--- config.mk ---
export PLATFORM = sky130hd
export DESIGN_NAME = mole_round_controller
export DESIGN_NICKNAME = d
export VERILOG_FILES = /design/src/rtl/mole_game_pkg.sv /design/src/rtl/mole_lfsr16.sv /design/src/rtl/mole_round_controller.sv
export SDC_FILE = /design/constraint.sdc
export NUM_CORES = 1
export LEC_CHECK = 0
export CAP_MARGIN = 20
export CORE_ASPECT_RATIO = 0.7
export CORE_MARGIN = 10
export CORE_UTILIZATION = 35
export DETAILED_ROUTE_END_ITERATION = 8
export GPL_ROUTABILITY_DRIVEN = 0
export SETUP_SLACK_MARGIN = 0.5
export SLEW_MARGIN = 20
export SYNTH_ARGS = -nofsm -noshare
export SYNTH_HDL_FRONTEND = slang
export SYNTH_SLANG_ARGS = --single-unit
--- constraint.sdc ---
create_clock -name clk_1MHz -period 3.2 [get_ports clk_1MHz]
set_input_delay 0.64 -clock clk_1MHz [delete_from_list [all_inputs] [get_ports clk_1MHz]]
set_output_delay 0.64 -clock clk_1MHz [all_outputs]
set_load 0.005 [all_outputs]
--- src/rtl/mole_game_pkg.sv ---
// Shared types and helpers for the mole game: FSM states, key/score widths
// and the mapping from LFSR bits to a mole key position.
package mole_game_pkg;

  typedef enum logic [2:0] {
    ST_IDLE,
    ST_GAP,
    ST_SHOW,
    ST_RESULT,
    ST_DONE
  } state_t;

  localparam int NUM_KEYS = 12;
  localparam int KEY_W    = 4;
  localparam int SCORE_W  = 8;

  // Folds the low nibble onto keys 1..12 and never repeats the previous key.
  function automatic logic [KEY_W-1:0] map_position(input logic [15:0] lfsr,
                                                    input logic [KEY_W-1:0] prev);
    logic [KEY_W-1:0] v;
    logic [KEY_W-1:0] p;
    v = lfsr[KEY_W-1:0];
    p = (v < KEY_W'(NUM_KEYS)) ? v + KEY_W'(1) : v - KEY_W'(NUM_KEYS - 1);
    if (p == prev)
      p = (p == KEY_W'(NUM_KEYS)) ? KEY_W'(1) : p + KEY_W'(1);
    return p;
  endfunction

endpackage

--- src/rtl/mole_lfsr16.sv ---
// Free-running 16-bit Galois LFSR, polynomial x^16+x^14+x^13+x^11.
module mole_lfsr16 #(
  parameter logic [15:0] SEED = 16'hACE1
) (
  input  logic        clk_1MHz,
  input  logic        rst_n,
  output logic [15:0] state
);

  always_ff @(posedge clk_1MHz or negedge rst_n) begin
    if (!rst_n)
      state <= SEED;
    else
      state <= {1'b0, state[15:1]} ^ (state[0] ? 16'hB400 : 16'h0000);
  end

endmodule

--- src/rtl/mole_round_controller.sv ---
// Round sequencer for the mole game: gap/show timing, press-event judging,
// scoring and round counting, with a free-running LFSR choosing positions.
module mole_round_controller
  import mole_game_pkg::*;
#(
  parameter int          SHOW_CYCLES = 500_000,
  parameter int          GAP_CYCLES  = 200_000,
  parameter int          ROUNDS      = 20,
  parameter logic [15:0] LFSR_SEED   = 16'hACE1
) (
  input  logic               clk_1MHz,
  input  logic               rst_n,
  input  logic               start,
  input  logic               button_pressed,
  input  logic [KEY_W-1:0]   button_value,
  output logic               mole_on,
  output logic [KEY_W-1:0]   mole_pos,
  output logic               hit_pulse,
  output logic               miss_pulse,
  output logic [SCORE_W-1:0] score,
  output logic [7:0]         round_cnt,
  output logic               busy,
  output logic               game_done
);

  localparam int TW = $clog2((SHOW_CYCLES > GAP_CYCLES) ? SHOW_CYCLES : GAP_CYCLES);

  state_t           state;
  logic [TW-1:0]    timer;
  logic [KEY_W-1:0] last_pos;
  logic             start_q;
  logic             pressed_q;
  logic [15:0]      lfsr;
  logic             start_evt;
  logic             press_evt;
  logic [KEY_W-1:0] next_pos;

  mole_lfsr16 #(.SEED(LFSR_SEED)) u_lfsr (
    .clk_1MHz (clk_1MHz),
    .rst_n    (rst_n),
    .state    (lfsr)
  );

  // A held key or start level produces exactly one event at its rising edge.
  assign start_evt = start & ~start_q;
  assign press_evt = button_pressed & ~pressed_q;
  assign next_pos  = map_position(lfsr, last_pos);

  // NOTE: every register here is assigned with <= so all next-state values are
  // computed from the pre-edge state, regardless of statement order.
  always_ff @(posedge clk_1MHz or negedge rst_n) begin
    if (!rst_n) begin
      state      <= ST_IDLE;
      timer      <= '0;
      last_pos   <= '0;
      start_q    <= 1'b0;
      pressed_q  <= 1'b0;
      mole_on    <= 1'b0;
      mole_pos   <= '0;
      hit_pulse  <= 1'b0;
      miss_pulse <= 1'b0;
      score      <= '0;
      round_cnt  <= '0;
      busy       <= 1'b0;
      game_done  <= 1'b0;
    end else begin
      start_q    <= start;
      pressed_q  <= button_pressed;
      hit_pulse  <= 1'b0;
      miss_pulse <= 1'b0;
      case (state)
        ST_IDLE, ST_DONE: begin
          if (start_evt) begin
            score     <= '0;
            round_cnt <= '0;
            game_done <= 1'b0;
            busy      <= 1'b1;
            last_pos  <= '0;
            timer     <= TW'(GAP_CYCLES - 1);
            state     <= ST_GAP;
          end
        end
        ST_GAP: begin
          if (timer == '0) begin
            timer    <= TW'(SHOW_CYCLES - 1);
            mole_on  <= 1'b1;
            mole_pos <= next_pos;
            last_pos <= next_pos;
            state    <= ST_SHOW;
          end else begin
            timer <= timer - TW'(1);
          end
        end
        ST_SHOW: begin
          // A press on the expiry cycle wins over the timeout.
          if (press_evt || timer == '0) begin
            mole_on  <= 1'b0;
            mole_pos <= '0;
            state    <= ST_RESULT;
            if (press_evt && button_value == mole_pos) begin
              hit_pulse <= 1'b1;
              score     <= score + SCORE_W'(1);
            end else begin
              miss_pulse <= 1'b1;
            end
          end else begin
            timer <= timer - TW'(1);
          end
        end
        ST_RESULT: begin
          round_cnt <= round_cnt + 8'd1;
          if (round_cnt + 8'd1 == 8'(ROUNDS)) begin
            busy      <= 1'b0;
            game_done <= 1'b1;
            state     <= ST_DONE;
          end else begin
            timer <= TW'(GAP_CYCLES - 1);
            state <= ST_GAP;
          end
        end
        default: state <= ST_IDLE;
      endcase
    end
  end

endmodule

-- Yosys cells after proc, flatten, opt, wreduce, memory -nomap -nowiden
Cells that the tools add are included.
- register bits: 69
- input bits: 8
- output and inout port bits: 25
- add/sub/neg operators: 6
- $lt $le $gt $ge: 1
- equality and inequality tests: 15
- muxes and demuxes: 39
- bitwise logic cells: 5
- reductions and logical operators: 17
- operators with widths (cell ; number):
    $mux 19 ; 4
    $pmux 19 s4 ; 1
    $pmux 8 s2 ; 2
    $mux 4 ; 6
    $mux 8 ; 3
    $logic_not 19->1 ; 1
    $sub 19x1->19 const B ; 1
    $add 8x1->8 const B ; 2
    $mux 16 ; 1
    $pmux 4 s2 ; 2
    $xor 15x16->16 ; 1
    $ne 2x2->1 const B ; 7
    $mux 1 ; 12
    $mux 3 ; 4
    $pmux 3 s4 ; 1
    $reduce_and 3->1 ; 4
    $add 4x1->4 const B ; 2
    $eq 4x4->1 ; 2
    $eq 8x5->1 const B ; 1
    $reduce_and 4->1 ; 2
    $reduce_bool 2->1 ; 4
    $eq 3x2->1 const B ; 2
    $pmux 1 s2 ; 3
    $eq 4x4->1 const B ; 1
    12 further kinds ; 14

-- Depth between registers and ports, before layout
- depth in word-level cells: 7
- gate-level depth with buffers: 10

-- Modules after synthesis
From an unflattened synthesis, not the netlist that was laid out.
- cell total of the unflattened synthesis: 379
- area, all modules: 3724.8 um^2
- by module, submodules not included (module ; times used ; cells an instance ; area an instance (um^2) ; seq. area each (um^2)):
    mole_round_controller ; 1 ; 360 ; 3288.2 ; 1326.3
    mole_lfsr16 ; 1 ; 19 ; 436.7 ; 410.4

-- Worst setup path after synthesis
OpenSTA, ideal clock, no wires.
- path type: register to register
- start point: reg u_lfsr.state[0]
- end point: reg last_pos[2]
- setup time: 136 ps
- arrival: 2393 ps
- slack: 671 ps
- stages on the path, launching flop included: 10
- path buffers: 1
- clock period less this slack: 2529 ps
- cells stage by stage: dfstp_2 > clkbuf_1 > inv_1 > ha_1 > xor2_1 > nand2_1 > a211oi_1 > o22ai_1 > o21ai_0 > o21ai_0
- word-level cells in the longest chain between the ends: 7
- ends and longest elaborated chain (element ; line ; RTL):
    from (decl) ; mole_lfsr16.sv:7 ; output logic [15:0] state
    from (signal assigned) ; mole_lfsr16.sv:14 ; state <= {1'b0, state[15:1]} ^ (state[0] ? 16'hB400 : 16'h0000);
    $sub 4x4->4, or another cell as far along ; mole_game_pkg.sv:23 ; p = (v < KEY_W'(NUM_KEYS)) ? v + KEY_W'(1) : v - KEY_W'(NUM_KEYS - 1);
    $mux 4 (*) ; mole_game_pkg.sv:23 ;
    $add 4x1->4 or $eq 4x4->1 (tied branches) ; mole_game_pkg.sv:25 ; p = (p == KEY_W'(NUM_KEYS)) ? KEY_W'(1) : p + KEY_W'(1);
    $mux 4 ; mole_game_pkg.sv:25 ;
    $mux 4 (*) ; mole_game_pkg.sv:24 ; if (p == prev)
    $mux 4 (*) ; mole_round_controller.sv:84 ; if (timer == '0) begin
    $pmux 4 s2 (*) ; mole_round_controller.sv:71 ; case (state)
    to (signal assigned) ; mole_round_controller.sv:88 ; last_pos <= next_pos;
    to (decl) ; mole_round_controller.sv:30 ; logic [KEY_W-1:0] last_pos;
Every way passes the cells marked *; elsewhere a longest branch is shown, timed or not. The select of a mux whose other input is x is not followed.
A chain may end at the register's enable or synchronous reset.

-- Final worst setup path
- start point: reg timer[4]
- end point: reg timer[17]
- word-level cells in the longest chain between the ends: 4
- ends and longest elaborated chain (element ; line ; RTL):
    from (decl) ; mole_round_controller.sv:29 ; logic [TW-1:0] timer;
    from (signal assigned) ; mole_round_controller.sv:79 ; timer <= TW'(GAP_CYCLES - 1);
    from (signal assigned) ; mole_round_controller.sv:85 ; timer <= TW'(SHOW_CYCLES - 1);
    from (signal assigned) ; mole_round_controller.sv:91 ; timer <= timer - TW'(1);
    parallel branches: the longest is 4 deep, another holds $sub 19x1->19 ; n/a ;
Several ways; the timed one is not identified. The select of a mux whose other input is x is not followed.

==> impl_metrics.yaml <==
status:
  run_status: "finished clean"
cells_and_area:
  post_route_cells_drive_above_1_share: 0.133
  areaGrowthSynthToFinish_pct: 23.3
  net_count_of_the_finished_layout: 417
  multi_input_area_um2: 1660
  fillers: 941
  sequential_cell_area_um2: 1740
  diodes: 0
cts:
  cts.repair_timing.setup_buffer_count: 0
  clock_insertion_delay_at_the_later_pin_of_the_skew_report_ns: 0.34
  tritoncts.num_buffers: 9
  cts.path.max_buffers: 2
  clock_sinks: 69
  cts.root.buffer_cell: "sky130_fd_sc_hd__clkbuf_16"
  number_of_h_tree_branching_levels: 3
  clock_transition_at_the_registers_of_the_reported_paths_ns: 0.06
  cts_tree: "yes"
  ctsHoldBuffers: 0
sta:
  finalWorstPathRequiredPeriod_ns: 2.52
  timing.final.max_slew_violations: 0
  rsz_0062_raised_after_global_routing: "no"
  finalHoldWorstSlack_ns: 0.322
  worst_slack_ns: 0.679
  clock_skew_ns: 0.00675
  fmaxAchievable_ghz: 0.397
  sum_of_negative_setup_slack_ns: 0
  final.period_utilization: 0.788
  tightestPinTransition_ns: 0.658
  hold_violations: 0
  max_slew_margin: 0.562
  timing.final.setup_violations: 0
power:
  powerDensity_nw_per_um2: 664
  power.leakage_nw: 1.91
  vdd.ir_drop.worst_mv: 0.273
logic_synthesis:
  ffs_latches_synth: 69
  synth_compound_area_frac: 0.154
  synth_edf_count: 0
  syn-instance-count: 364
  synth_area_in_xor_xnor: 0.0495
  ys.flop_type: "sky130_fd_sc_hd__dfrtp_1"
  avgSynthCellArea_um2: 9.51
  area_of_the_mapped_netlist_um2: 3460
  share_of_synthesized_area_occupied_by_flip_flops_and_latches: 0.502
  synth_top_family_by_area: "simple AND/OR/NAND/NOR gates"
  synth_warnings: 0
  async_reset_ff_frac: 1.00
  muxShareOfSynthArea: 0.00904
  synth_nets: 379
  fraction_of_the_mapped_netlist_area_in_simple_logic_gates: 0.232
  synth.lib_cells_used.distinct: 55
  synth_adder_area_share: 0.0253
global_route:
  groute.layer.met2.usage: 0.179
  global_route_wire_length_before_repair_mm: 14.3
  grt_start_max_net_pins: 70
  overflow: 0
  global_route.usage.met1: 0.161
  global_route.peak_usage_layer: "met2"
  grt_antenna_before_repair: 0
  grt_pass1_vias: 2762
  grt_use_met3: 0.0557
  global_route_total_usage_across_every_layer: 0.124
worst_setup_path:
  crit_chain: "or4_4 -> or4_4 -> or4b_4 -> nand2_1 -> a21oi_1 -> a21oi_1"
  critical-path-max-stage-delay_ns: 0.60
  timing.critical_path.fanout_max: 8
  cp.arrival_ns: 2.79
  endpoint_kind: "register"
  crit_slowest_cell: "sky130_fd_sc_hd__or4_4"
  crit_type: "reg -> reg"
  crit_family: "simple AND/OR/NAND/NOR gates"
  critical_path.startpoint_type: "register"
  worst-endpoint-required_ns: 3.47
  path_buf_inv: 0
job:
  drv_cap: 0
detailed_routing:
  dr_total_vias: 2867
  drc_viols: 0
  drt_iter0_markers: 215
  drtAntennaViolNets: 0
  dr.pass1.iters: 4
  detail_route.wirelength_mm: 8.41
  drt_wl_cell_um: 15.7
  vias_per_cell: 5.36
floorplan:
  dieArea_um2: 14300
  placementRows: 30
  start_util: 0.357
  die_height_um: 103
  die_width_um: 139
  top_level_ports: 33
  fp.coreArea_um2: 9680
placement:
  detailedPlace.worstSlack_ns: 0.359
  io_buffers: 32
  place.detailed.hpwl_mm: 5.78
min_path:
  hold_class: "in -> async"
==> synth_stat cells, drive strengths merged, types with 8 or more instances <==
cell type | n | area share
nor2 | 39 | 0.042
o21ai | 32 | 0.046
a21oi | 24 | 0.035
nand2b | 8 | 0.014
nand2 | 46 | 0.050
dfstp | 8 | 0.061
dfrtp | 61 | 0.44
clkbuf | 8 | 0.012
xor2 | 14 | 0.035
nand3 | 12 | 0.017
inv | 10 | 0.011
nor3 | 9 | 0.013
==> cells by family after synthesis <==
| group | after synthesis |
|---|---|
| AO/OA/AOI/OAI | 88 |
| XOR/XNOR | 18 |
| adder cells (fa/ha/maj) | 7 |
| buffers and inverters | 21 |
| flip-flops | 69 |
| multiplexers | 3 |
| AND/OR/NAND/NOR | 158 |
==> worst register-to-register path: stages (launching register included) <==
cell	delay, ns
sky130_fd_sc_hd__dfrtp_1	0.45
sky130_fd_sc_hd__or4_4	0.60
sky130_fd_sc_hd__or4_4	0.58
sky130_fd_sc_hd__or4b_4	0.54
sky130_fd_sc_hd__nand2_1	0.08
sky130_fd_sc_hd__a21oi_1	0.07
sky130_fd_sc_hd__a21oi_1	0.13
==> per-stage QoR <==
stage	power [mW]	util	area (um2)	std cells
after detailed placement	1.82	0.406	3930	519
after global routing	3.02	0.441	4270	535
after CTS	2.86	0.437	4240	535
after floorplan	1.53	-	3460	364
after global placement	1.80	0.406	3930	519
final	2.84	0.441	4270	535
==> path summary, 6_finish.rpt <==
path,from,depth (start not counted),slack (ns),endpoint
max in group asynchronous,rst_n,2,2.55,u_lfsr.state[5]
min in group clk_1MHz,u_lfsr.state[9],0,0.35,u_lfsr.state[8]
worst max-delay path,timer[4],6,0.68,timer[17]
worst min-delay path,rst_n,2,0.32,score[7]
worst min register to register,u_lfsr.state[9],0,0.35,u_lfsr.state[8]
worst max register to register,timer[4],6,0.68,timer[17]
==> state kept, by name (all words and copies together), names as in the netlist <==
signal / count
hit_pulse: 1
start_q: 1
miss_pulse: 1
timer: 19
u_lfsr.state: 16
pressed_q: 1
game_done: 1
busy: 1
mole_on: 1
score: 8
mole_pos: 4
round_cnt: 8
last_pos: 4
state: 3
==> layer usage <==
layer / wire length (um) / up-vias
met4: 87 / 0
met1: 4120 / 1417
met3: 616 / 6
met2: 3590 / 78
met5: 0 / -
li1: - / 1366
==> layout make-up <==
| type | instances | area share |
|---|---|---|
| clock inverters | 6 | 0.0144 |
| flip-flops and latches | 69 | 0.407 |
| well taps | 128 | 0.0375 |
| repair buffers | 38 | 0.0873 |
| clock buffers | 10 | 0.0560 |
| multi-input cells | 274 | 0.389 |
| inverters | 10 | 0.00879 |
==> cell usage in the layout, fill, tap and decap left out, types with 2 or more instances in the layout <==
| cell type | count |
|---|---|
| sky130_fd_sc_hd__or3_1 | 3 |
| sky130_fd_sc_hd__or3b_2 | 2 |
| sky130_fd_sc_hd__a211oi_2 | 2 |
| sky130_fd_sc_hd__nand2_1 | 46 |
| sky130_fd_sc_hd__buf_4 | 5 |
| sky130_fd_sc_hd__clkdlybuf4s50_1 | 31 |
| sky130_fd_sc_hd__nand4_1 | 7 |
| sky130_fd_sc_hd__nand3_1 | 11 |
| sky130_fd_sc_hd__dfstp_2 | 8 |
| sky130_fd_sc_hd__nor2b_1 | 2 |
| sky130_fd_sc_hd__a21oi_1 | 23 |
| sky130_fd_sc_hd__clkbuf_16 | 9 |
| sky130_fd_sc_hd__or2_2 | 3 |
| sky130_fd_sc_hd__ha_1 | 7 |
| sky130_fd_sc_hd__a31oi_1 | 6 |
| sky130_fd_sc_hd__and2_1 | 4 |
| sky130_fd_sc_hd__or4_4 | 3 |
| sky130_fd_sc_hd__nor2_1 | 39 |
| sky130_fd_sc_hd__inv_1 | 10 |
| sky130_fd_sc_hd__nand2b_1 | 8 |
| sky130_fd_sc_hd__o21ai_0 | 32 |
| sky130_fd_sc_hd__clkinv_2 | 3 |
| sky130_fd_sc_hd__or4_2 | 2 |
| sky130_fd_sc_hd__nor3b_1 | 2 |
| sky130_fd_sc_hd__and3_1 | 4 |
| sky130_fd_sc_hd__o22a_1 | 2 |
| sky130_fd_sc_hd__xor2_1 | 14 |
| sky130_fd_sc_hd__xnor2_1 | 3 |
| sky130_fd_sc_hd__o31ai_1 | 7 |
| sky130_fd_sc_hd__dfrtp_1 | 61 |
| sky130_fd_sc_hd__mux2i_1 | 2 |
| sky130_fd_sc_hd__nor4_1 | 3 |
| sky130_fd_sc_hd__a211o_1 | 2 |
| sky130_fd_sc_hd__nor3_1 | 9 |
==> power breakdown <==
group          total [mW]  internal [mW]  leakage, nW  switching, mW
sequential           1.14          0.992        0.862          0.143
combinational       0.688          0.309        0.904          0.379
clock                1.01          0.622        0.149          0.389
total                2.84           1.92         1.91          0.912
==> timing repair <==
action | 4_1_cts | 5_1_grt
pin swaps | 0 | 0
gates cloned | 0 | 0
endpoints found under the setup margin | 1 | 24
resized for setup | 1 | 6
Note: power is estimated with default switching activity, not from simulation.
